**config.mk**
```make
export PLATFORM = sky130hd
export DESIGN_NAME = pipelined_cla_adder
export DESIGN_NICKNAME = d
export VERILOG_FILES = /design/src/rtl/cla_pkg.sv /design/src/rtl/cla_block_slice.sv /design/src/rtl/pipelined_cla_adder.sv
export SDC_FILE = /design/constraint.sdc
export NUM_CORES = 1
export LEC_CHECK = 0
export CORE_ASPECT_RATIO = 0.6
export CORE_UTILIZATION = 30
export DETAILED_ROUTE_END_ITERATION = 6
export HOLD_SLACK_MARGIN = 0.05
export REMOVE_ABC_BUFFERS = 1
export SLEW_MARGIN = 20
export SYNTH_ARGS = -nofsm -noshare
export SYNTH_HDL_FRONTEND = slang
export SYNTH_SLANG_ARGS = --single-unit
```
**constraint.sdc**
```tcl
create_clock -name clk -period 5.27 [get_ports clk]
set_input_delay 1.054 -clock clk [delete_from_list [all_inputs] [get_ports clk]]
set_output_delay 1.054 -clock clk [all_outputs]
set_load 0.02 [all_outputs]
```
**src/rtl/cla_pkg.sv**
```systemverilog
// ============================================================================
//  Module      : cla_pkg
//  Description : Shared types and elaboration helpers for the pipelined
//                carry-lookahead adder: stage count, parameter legality,
//                lookahead tree depth and the (generate, propagate) pair.
//  Revision    : 1.0 - initial release
// ============================================================================
`default_nettype none

package cla_pkg;

    // Group generate/propagate pair carried through the lookahead tree.
    typedef struct packed {
        logic g;
        logic p;
    } gp_t;

    // Pipeline depth: one lookahead slice resolved per stage.
    function automatic int cla_stages(input int width, input int block);
        return width / block;
    endfunction

    // WIDTH must be a multiple of BLOCK; BLOCK a power of two in 4..WIDTH.
    function automatic bit cla_params_ok(input int width, input int block);
        return (block >= 4) && (block <= width) &&
               ((block & (block - 1)) == 0) && ((width % block) == 0);
    endfunction

    // Number of radix-4 prefix levels needed to span a BLOCK-bit slice.
    function automatic int cla_levels(input int block);
        int n;
        int span;
        n    = 0;
        span = 1;
        while (span < block) begin
            span = span * 4;
            n    = n + 1;
        end
        return n;
    endfunction

    // Prefix operator: hi covers the more significant bits.
    function automatic gp_t gp_combine(input gp_t hi, input gp_t lo);
        gp_t r;
        r.g = hi.g | (hi.p & lo.g);
        r.p = hi.p & lo.p;
        return r;
    endfunction

endpackage

`default_nettype wire

```
**src/rtl/cla_block_slice.sv**
```systemverilog
// ============================================================================
//  Module      : cla_block_slice
//  Description : Purely combinational BLOCK-bit carry-lookahead slice built
//                from a radix-4 parallel-prefix tree.
//  Revision    : 1.0 - initial release
//
//  Ports:
//    a, b  in  BLOCK  slice operands
//    cin   in  1      carry into bit 0 of the slice
//    sum   out BLOCK  slice sum
//    g     out 1      group generate of the whole slice
//    p     out 1      group propagate of the whole slice
// ============================================================================
`default_nettype none

module cla_block_slice
    import cla_pkg::*;
#(
    parameter int BLOCK = 16
) (
    input  logic [BLOCK-1:0] a,
    input  logic [BLOCK-1:0] b,
    input  logic             cin,
    output logic [BLOCK-1:0] sum,
    output logic             g,
    output logic             p
);

    localparam int LEVELS = cla_levels(BLOCK);

    // Row l holds, per bit i, the group G/P of bits [i : i-4^l+1] (clipped at 0).
    // The top row therefore holds the prefix G/P of bits [i : 0].
    logic [LEVELS:0][BLOCK-1:0] w_gl;
    logic [LEVELS:0][BLOCK-1:0] w_pl;
    logic [BLOCK-1:0]           w_c;
    gp_t                        w_acc;

    always_comb begin
        w_gl  = '0;
        w_pl  = '0;
        w_c   = '0;
        w_acc = '0;
        sum   = '0;
        g     = 1'b0;
        p     = 1'b0;

        w_gl[0] = a & b;
        w_pl[0] = a ^ b;

        // Each level folds up to four neighbouring groups spaced 4^l apart.
        for (int l = 0; l < LEVELS; l++) begin
            for (int i = 0; i < BLOCK; i++) begin
                w_acc = '{g: w_gl[l][i], p: w_pl[l][i]};
                for (int j = 1; j < 4; j++) begin
                    if (i - j * (1 << (2 * l)) >= 0) begin
                        w_acc = gp_combine(w_acc,
                                           '{g: w_gl[l][i - j * (1 << (2 * l))],
                                             p: w_pl[l][i - j * (1 << (2 * l))]});
                    end
                end
                w_gl[l+1][i] = w_acc.g;
                w_pl[l+1][i] = w_acc.p;
            end
        end

        // Carry into bit i is the prefix of bits below it applied to cin.
        w_c[0] = cin;
        for (int i = 1; i < BLOCK; i++) begin
            w_c[i] = w_gl[LEVELS][i-1] | (w_pl[LEVELS][i-1] & cin);
        end

        sum = w_pl[0] ^ w_c;
        g   = w_gl[LEVELS][BLOCK-1];
        p   = w_pl[LEVELS][BLOCK-1];
    end

endmodule

`default_nettype wire

```
**src/rtl/pipelined_cla_adder.sv**
```systemverilog
// ============================================================================
//  Module      : pipelined_cla_adder
//  Description : Pipelined carry-lookahead adder/subtractor. One BLOCK-bit
//                lookahead slice is resolved per clock; the inter-slice carry
//                is registered. The whole pipe advances together under a
//                valid/ready handshake on both sides.
//  Revision    : 1.0 - initial release
//
//  Optional feature macro: PIPELINED_CLA_OVERFLOW_EN adds the signed
//  overflow output, aligned with s.
//
//  Ports:
//    clk        in  1      rising-edge clock
//    rst        in  1      synchronous active-high reset
//    in_valid   in  1      operands valid
//    in_ready   out 1      operands accepted this cycle
//    x, y       in  WIDTH  operands
//    carry_in   in  1      carry into bit 0 (ignored when sub=1)
//    sub        in  1      1: x - y
//    out_valid  out 1      result valid
//    out_ready  in  1      downstream accepts result
//    s          out WIDTH  sum/difference (mod 2^WIDTH)
//    carry_out  out 1      carry out of MSB (sub: 1 = no borrow)
//    overflow   out 1      signed overflow (macro build only)
// ============================================================================
`default_nettype none

module pipelined_cla_adder
    import cla_pkg::*;
#(
    parameter int WIDTH = 32,
    parameter int BLOCK = 16
) (
    input  logic             clk,
    input  logic             rst,
    input  logic             in_valid,
    output logic             in_ready,
    input  logic [WIDTH-1:0] x,
    input  logic [WIDTH-1:0] y,
    input  logic             carry_in,
    input  logic             sub,
    output logic             out_valid,
    input  logic             out_ready,
    output logic [WIDTH-1:0] s,
    output logic             carry_out
`ifdef PIPELINED_CLA_OVERFLOW_EN
    ,
    output logic             overflow
`endif
);

    localparam int STAGES = cla_stages(WIDTH, BLOCK);

    if (!cla_params_ok(WIDTH, BLOCK)) begin : g_bad_params
        $error("pipelined_cla_adder: WIDTH must be a multiple of BLOCK, BLOCK a power of two in 4..WIDTH");
    end

    // Stage k registers: r_x holds finished sum slices 0..k plus untouched
    // upper x slices; r_y holds the (possibly inverted) y operand; r_c is the
    // carry out of slice k.
    logic [STAGES-1:0] r_valid;
    logic [WIDTH-1:0]  r_x [STAGES];
    logic [WIDTH-1:0]  r_y [STAGES];
    logic [STAGES-1:0] r_c;

    logic [WIDTH-1:0]  w_nx [STAGES];
    logic [WIDTH-1:0]  w_ny [STAGES];
    logic [STAGES-1:0] w_nc;
    logic [STAGES-1:0] w_nv;
    logic              w_adv;

`ifdef PIPELINED_CLA_OVERFLOW_EN
    logic              r_ovf;
    logic              w_ovf;
`endif

    // Single global advance: bubbles are not squeezed out.
    assign w_adv    = !out_valid || out_ready;
    assign in_ready = w_adv;

    // Valid bits simply shift; the oldest bit falls off the top.
    assign w_nv = (r_valid << 1) | STAGES'(in_valid);

    for (genvar k = 0; k < STAGES; k++) begin : g_stage
        logic [WIDTH-1:0] w_a;
        logic [WIDTH-1:0] w_b;
        logic             w_ci;
        logic [BLOCK-1:0] w_sum;
        logic             w_g;
        logic             w_p;
        logic [WIDTH-1:0] w_x_next;

        if (k == 0) begin : g_first
            // Subtraction is x + ~y + 1; carry_in is ignored then.
            assign w_a  = x;
            assign w_b  = sub ? ~y : y;
            assign w_ci = sub | carry_in;
        end else begin : g_next
            assign w_a  = r_x[k-1];
            assign w_b  = r_y[k-1];
            assign w_ci = r_c[k-1];
        end

        cla_block_slice #(
            .BLOCK (BLOCK)
        ) u_slice (
            .a   (w_a[k*BLOCK +: BLOCK]),
            .b   (w_b[k*BLOCK +: BLOCK]),
            .cin (w_ci),
            .sum (w_sum),
            .g   (w_g),
            .p   (w_p)
        );

        always_comb begin
            w_x_next                   = w_a;
            w_x_next[k*BLOCK +: BLOCK] = w_sum;
        end

        assign w_nx[k] = w_x_next;
        assign w_ny[k] = w_b;
        assign w_nc[k] = w_g | (w_p & w_ci);

`ifdef PIPELINED_CLA_OVERFLOW_EN
        if (k == STAGES - 1) begin : g_last
            // Carry into the MSB is recovered from its sum bit and operands.
            assign w_ovf = (w_sum[BLOCK-1] ^ w_a[WIDTH-1] ^ w_b[WIDTH-1]) ^ w_nc[k];
        end
`endif
    end

    always_ff @(posedge clk) begin
        if (rst) begin
            r_valid <= '0;
            r_c     <= '0;
            for (int i = 0; i < STAGES; i++) begin
                r_x[i] <= '0;
                r_y[i] <= '0;
            end
`ifdef PIPELINED_CLA_OVERFLOW_EN
            r_ovf   <= 1'b0;
`endif
        end else if (w_adv) begin
            r_valid <= w_nv;
            r_c     <= w_nc;
            for (int i = 0; i < STAGES; i++) begin
                r_x[i] <= w_nx[i];
                r_y[i] <= w_ny[i];
            end
`ifdef PIPELINED_CLA_OVERFLOW_EN
            r_ovf   <= w_ovf;
`endif
        end
    end

    assign out_valid = r_valid[STAGES-1];
    assign s         = r_x[STAGES-1];
    assign carry_out = r_c[STAGES-1];
`ifdef PIPELINED_CLA_OVERFLOW_EN
    assign overflow  = r_ovf;
`endif

endmodule

`default_nettype wire

```
; ---- Yosys cells after proc, flatten, opt, wreduce, memory -nomap -nowiden
; Memory sizes are Yosys's and may differ from the RTL's.
; Index checks and enable logic that the tools add are counted.
[word_totals]
ramBits = 128
reg_bits = 4
mem_count = 2
latch_bits = 0
wordCells = 489
rom_bits = 0
[memory_table]
columns = memory, depth, width, read_ports, rd_clocked_by_memory_dff, wr, line_no
row1 = r_x, 2, 32, 2, 0, 2, pipelined_cla_adder.sv:62  ; logic [WIDTH-1:0] r_x [STAGES];
row2 = r_y, 2, 32, 1, 0, 2, pipelined_cla_adder.sv:63  ; logic [WIDTH-1:0] r_y [STAGES];
[classes]
n_eq_ne = 0
n_shift = 0
bitwise = 473
div_mod_pow = 0
n_mul = 0
n_lt_le_gt_ge = 0
muxes = 10
add_sub_neg = 0
reduce_logical = 2
[ops]
columns = op, count
row1 = $and 1x1->1, 296
row2 = $or 1x1->1, 169
row3 = $mux 32, 5
row4 = $xor 16x16->16, 4
row5 = $and 16x16->16, 2
row6 = $not 32->32, 1
row7 = $mux 1, 5
row8 = $or 2x1->2, 1
row9 = $logic_not 1->1, 1
row10 = $logic_or 1x1->1, 1

; ---- Depth between registers and ports, before layout
[depth]
depth_word = 14
depth_mapped = 11

; ---- Hierarchy
; A second synthesis with hierarchy kept.
[hier_totals]
cells_unflattened = 468
hier_area_um2 = 5183.7
[modules_own_cells]
columns = mod, area_per_inst_um2, n_inst, cells_per_inst, seq_area_each_um2
row1 = pipelined_cla_adder, 3420.8, 1, 226, 2482.4
row2 = cla_block_slice at g_stage[0].u_slice, 922.1, 1, 128, 0.0
row3 = cla_block_slice at g_stage[1].u_slice, 840.8, 1, 114, 0.0

; ---- Worst setup path before layout
; Ideal clock, no wire load.
[synth_timing]
path_kind = input-to-reg
start = input out_ready
end = memory r_x[0][0] (enable)
cell_stages = 2
setup_ns = 0.807
t_required_ns = 4.463
arrival_ns = 2.711
slack_ns = 1.752
path_cell_list = nor2b_1 -> nand2b_1
[synth_lines]
columns = item, line_no
row1 = from (decl), pipelined_cla_adder.sv:43  ; input logic out_ready,
row2 = to (decl), pipelined_cla_adder.sv:62

; ---- Worst setup path in the final report
[layout_timing]
start = input out_ready
end = output in_ready
[layout_via]
elab_chain_len = 1
[layout_lines]
columns = item, line_no
row1 = $logic_or 1x1->1, pipelined_cla_adder.sv:78  ; assign w_adv = !out_valid || out_ready;
row2 = to (decl), pipelined_cla_adder.sv:37  ; output logic in_ready,
; No other way between the ends.

==> summary.md <==
| Metric | Value |
|---|---|
| Worst setup EP type | `output port` |
| Most common cell after layout, fill and taps aside | `clkdlybuf4s50_1` |
| Final Hold Vio Count | `0` |
| GP Congestion | `0.803` |
| Synthesized area | `4880 µm²` |
| Iteration-0 DRC Markers | `165` |
| Worst IR Drop VDD | `0.140 mV` |
| Ys Warns | `0` |
| Clock buffer depth | `2` |
| Netlist cell types | `50` |
| Placed cell area | `6130 µm²` |
| Synth top area share | `49.3%` |
| Skew final | `8.45 ps` |
| Post-DRT Antenna Nets | `0` |
| Area leader, netlist | `edfxtp_1` |
| Crit path time final | `3790 ps` |
| TritonCTS Buffers | `9` |
| Post CTS Setup Buffer Count | `0` |
| Post-synth EDFFs | `80` |
| Via density | `4.83` |
| Total grt overflow | `0` |
| Synth top area cells | `edfxtp_1, ha_1, xnor2_1` |
| Io pins | `105` |
| Clk sinks | `84` |
| Port Buf Inserts | `104` |
| Clock slew at reported path FFs | `70 ps` |
| Startpoint type of the worst setup path | `input pin` |
| DIE AREA | `16800 µm²` |
| Drt drc | `7` |
| Worst skew pair latency | `330 ps` |
| First-pass GRT wire length | `18.7 mm` |
| Starting Density | `31.3%` |
| Post-Syn Instances | `440` |
| CTS tree | `done` |
| Max H-tree Level | `3` |
| Final period utilization | `71.9%` |
| Design area | `6490 µm²` |
| Worst Path Required | `4220 ps` |
| Area of the core | `15600 µm²` |
| Antenna violations before repair | `0` |
| Hold buffers post-CTS | `0` |
| HPWL after DPL | `8.37 mm` |
| Worst Setup SP | `out_ready` |
| Overall power | `2.09 mW` |
| Max-cap viol count | `0` |
| Setup tns final | `0 ps` |
| Layout Area Growth over Synthesis | `33.1%` |
| Initial DRT Pass Iterations | `7` |
| Most frequent cells in the layout | `clkdlybuf4s50_1, edfxtp_1, nor2_1, ha_1, and2_1` |
| Relative slew slack | `38.8%` |
| DR vias | `3621` |
| Nets | `650` |
| Final wirelength | `11.6 mm` |
| RSZ-0062 raised after global routing | `false` |
| Max Fclk | `264 MHz` |
| Avg WL per Cell | `15.4 µm` |
| Final setup violation count | `0` |
| Hold path startpoint | `r_valid[0]$_SDFFE_PP0P_` |
| Worst R2R Start | `r_y[0][16]$_SDFFCE_PN0P_` |
| Height of the die | `101 µm` |
| Cell Rows | `35` |
| Die X-Extent | `167 µm` |
| Arr. time, crit path | `2740 ps` |
| Number of global-route vias before repair | `3536` |
| HP Class | `reg2reg` |
| Synth Register Bits | `84` |
| Actual slew at the worst max-slew pin | `917 ps` |
| Final Non-Filler Cells | `750` |
| PD cells | `322 nW/µm²` |
| Layout cells sized above 1 | `5.30%` |
| Max Slew Vio Count | `0` |
| Setup CP Type | `in2out` |
| CTS resizes | `0` |
| Sequential share of the synthesized area | `50.9%` |
| Outcome | `finished, violations left` |
| Max FO, Critical Path | `6` |
| Avg Cell Area, Syn | `11.1 µm²` |
| Post-synth ARST share | `0%` |
| Prevailing post-synth register cell | `edfxtp_1` |
| GRT Total Usage | `14.5%` |
| Failing checks | `design-rule violations` |
| Leak Pwr | `2.62 nW` |
| Root Driver | `clkbuf_16` |
| Pin count of the biggest net entering global routing | `81` |
| Placed cells | `733` |
| N_diodes | `0` |
metal layers:
layer / GRT usage (%) / wire length [µm] / up-vias
met5: 0 / 0 / -
met4: 2.64 / 42 / 0
met3: 3.69 / 634 / 6
met2: 20.4 / 4590 / 110
met1: 22.2 / 6310 / 1719
li1: - / - / 1786
report_power, final:
part	switching [mW]	internal, mW
Sequential	0.0269	0.829
Combinational	0.276	0.247
Clock	0.249	0.464
Total	0.552	1.54
kinds of logic after synthesis:
logic type      share of synthesized area [%]
compound gates                           12.0
flops                                    50.9
fa+ha+maj                                10.1
simple gates                             15.0
buf+inv                                  2.13
xor+xnor                                 9.88
layout make-up:
type	instances	area, µm²
fill	1508	9100
sequential	84	2480
multi-input combinational	329	2300
timing repair buffer	108	1080
tap	203	254
clock buffer	12	236
clock inverter	4	97.6
inverter	10	37.5
registers in the layout, summed over array words and instances, names as in the netlist:
register and count:
r_x 64, r_y 16, r_c 2, r_valid 2
critical path, stage by stage:
cell             delay [ps]
clkdlybuf4s50_1         400
nor2b_1                 450
inv_1                   230
clkdlybuf4s50_1         600
Yosys cell counts, drive strengths merged (2+ instances only):
master and instances:
buf 9, xor2 27, o31ai 3, o21ai 14
a31oi 4, inv 10, fa 2, a21boi 2
xnor2 28, a211o 3, nor2b 2, o21a 2
edfxtp 80, clkbuf 8, nand2 16, o211ai 5
or2 2, and3 4, nor3 4, nor4 2
nand2b 3, dfxtp 4, nor2 60, a211oi 6
nand3 6, and2 34, ha 36, a21o 9
a21oi 32, nand4 6, o21bai 4, or3 2
metrics by stage:
stage          util, %  hold slack, ps  setup slack [ps]
2_1_floorplan        -             426              1750
3_3_place_gp      39.3             441              1540
3_5_place_dp      39.3             455              1480
4_1_cts           41.5             462              1470
5_1_grt           41.6             483              1380
6_report          41.6             465              1480
path summary, 6_finish.rpt:
check	end	cells past startpoint	slack, ps
max	in_ready	4	1480
min reg2reg	r_valid[0]$_SDFFE_PP0P_	2	460
max reg2reg	r_x[0][62]$_SDFFCE_PN0P_	7	2720
min	r_valid[0]$_SDFFE_PP0P_	2	460
No activity file was read; power rests on OpenSTA's default activity.
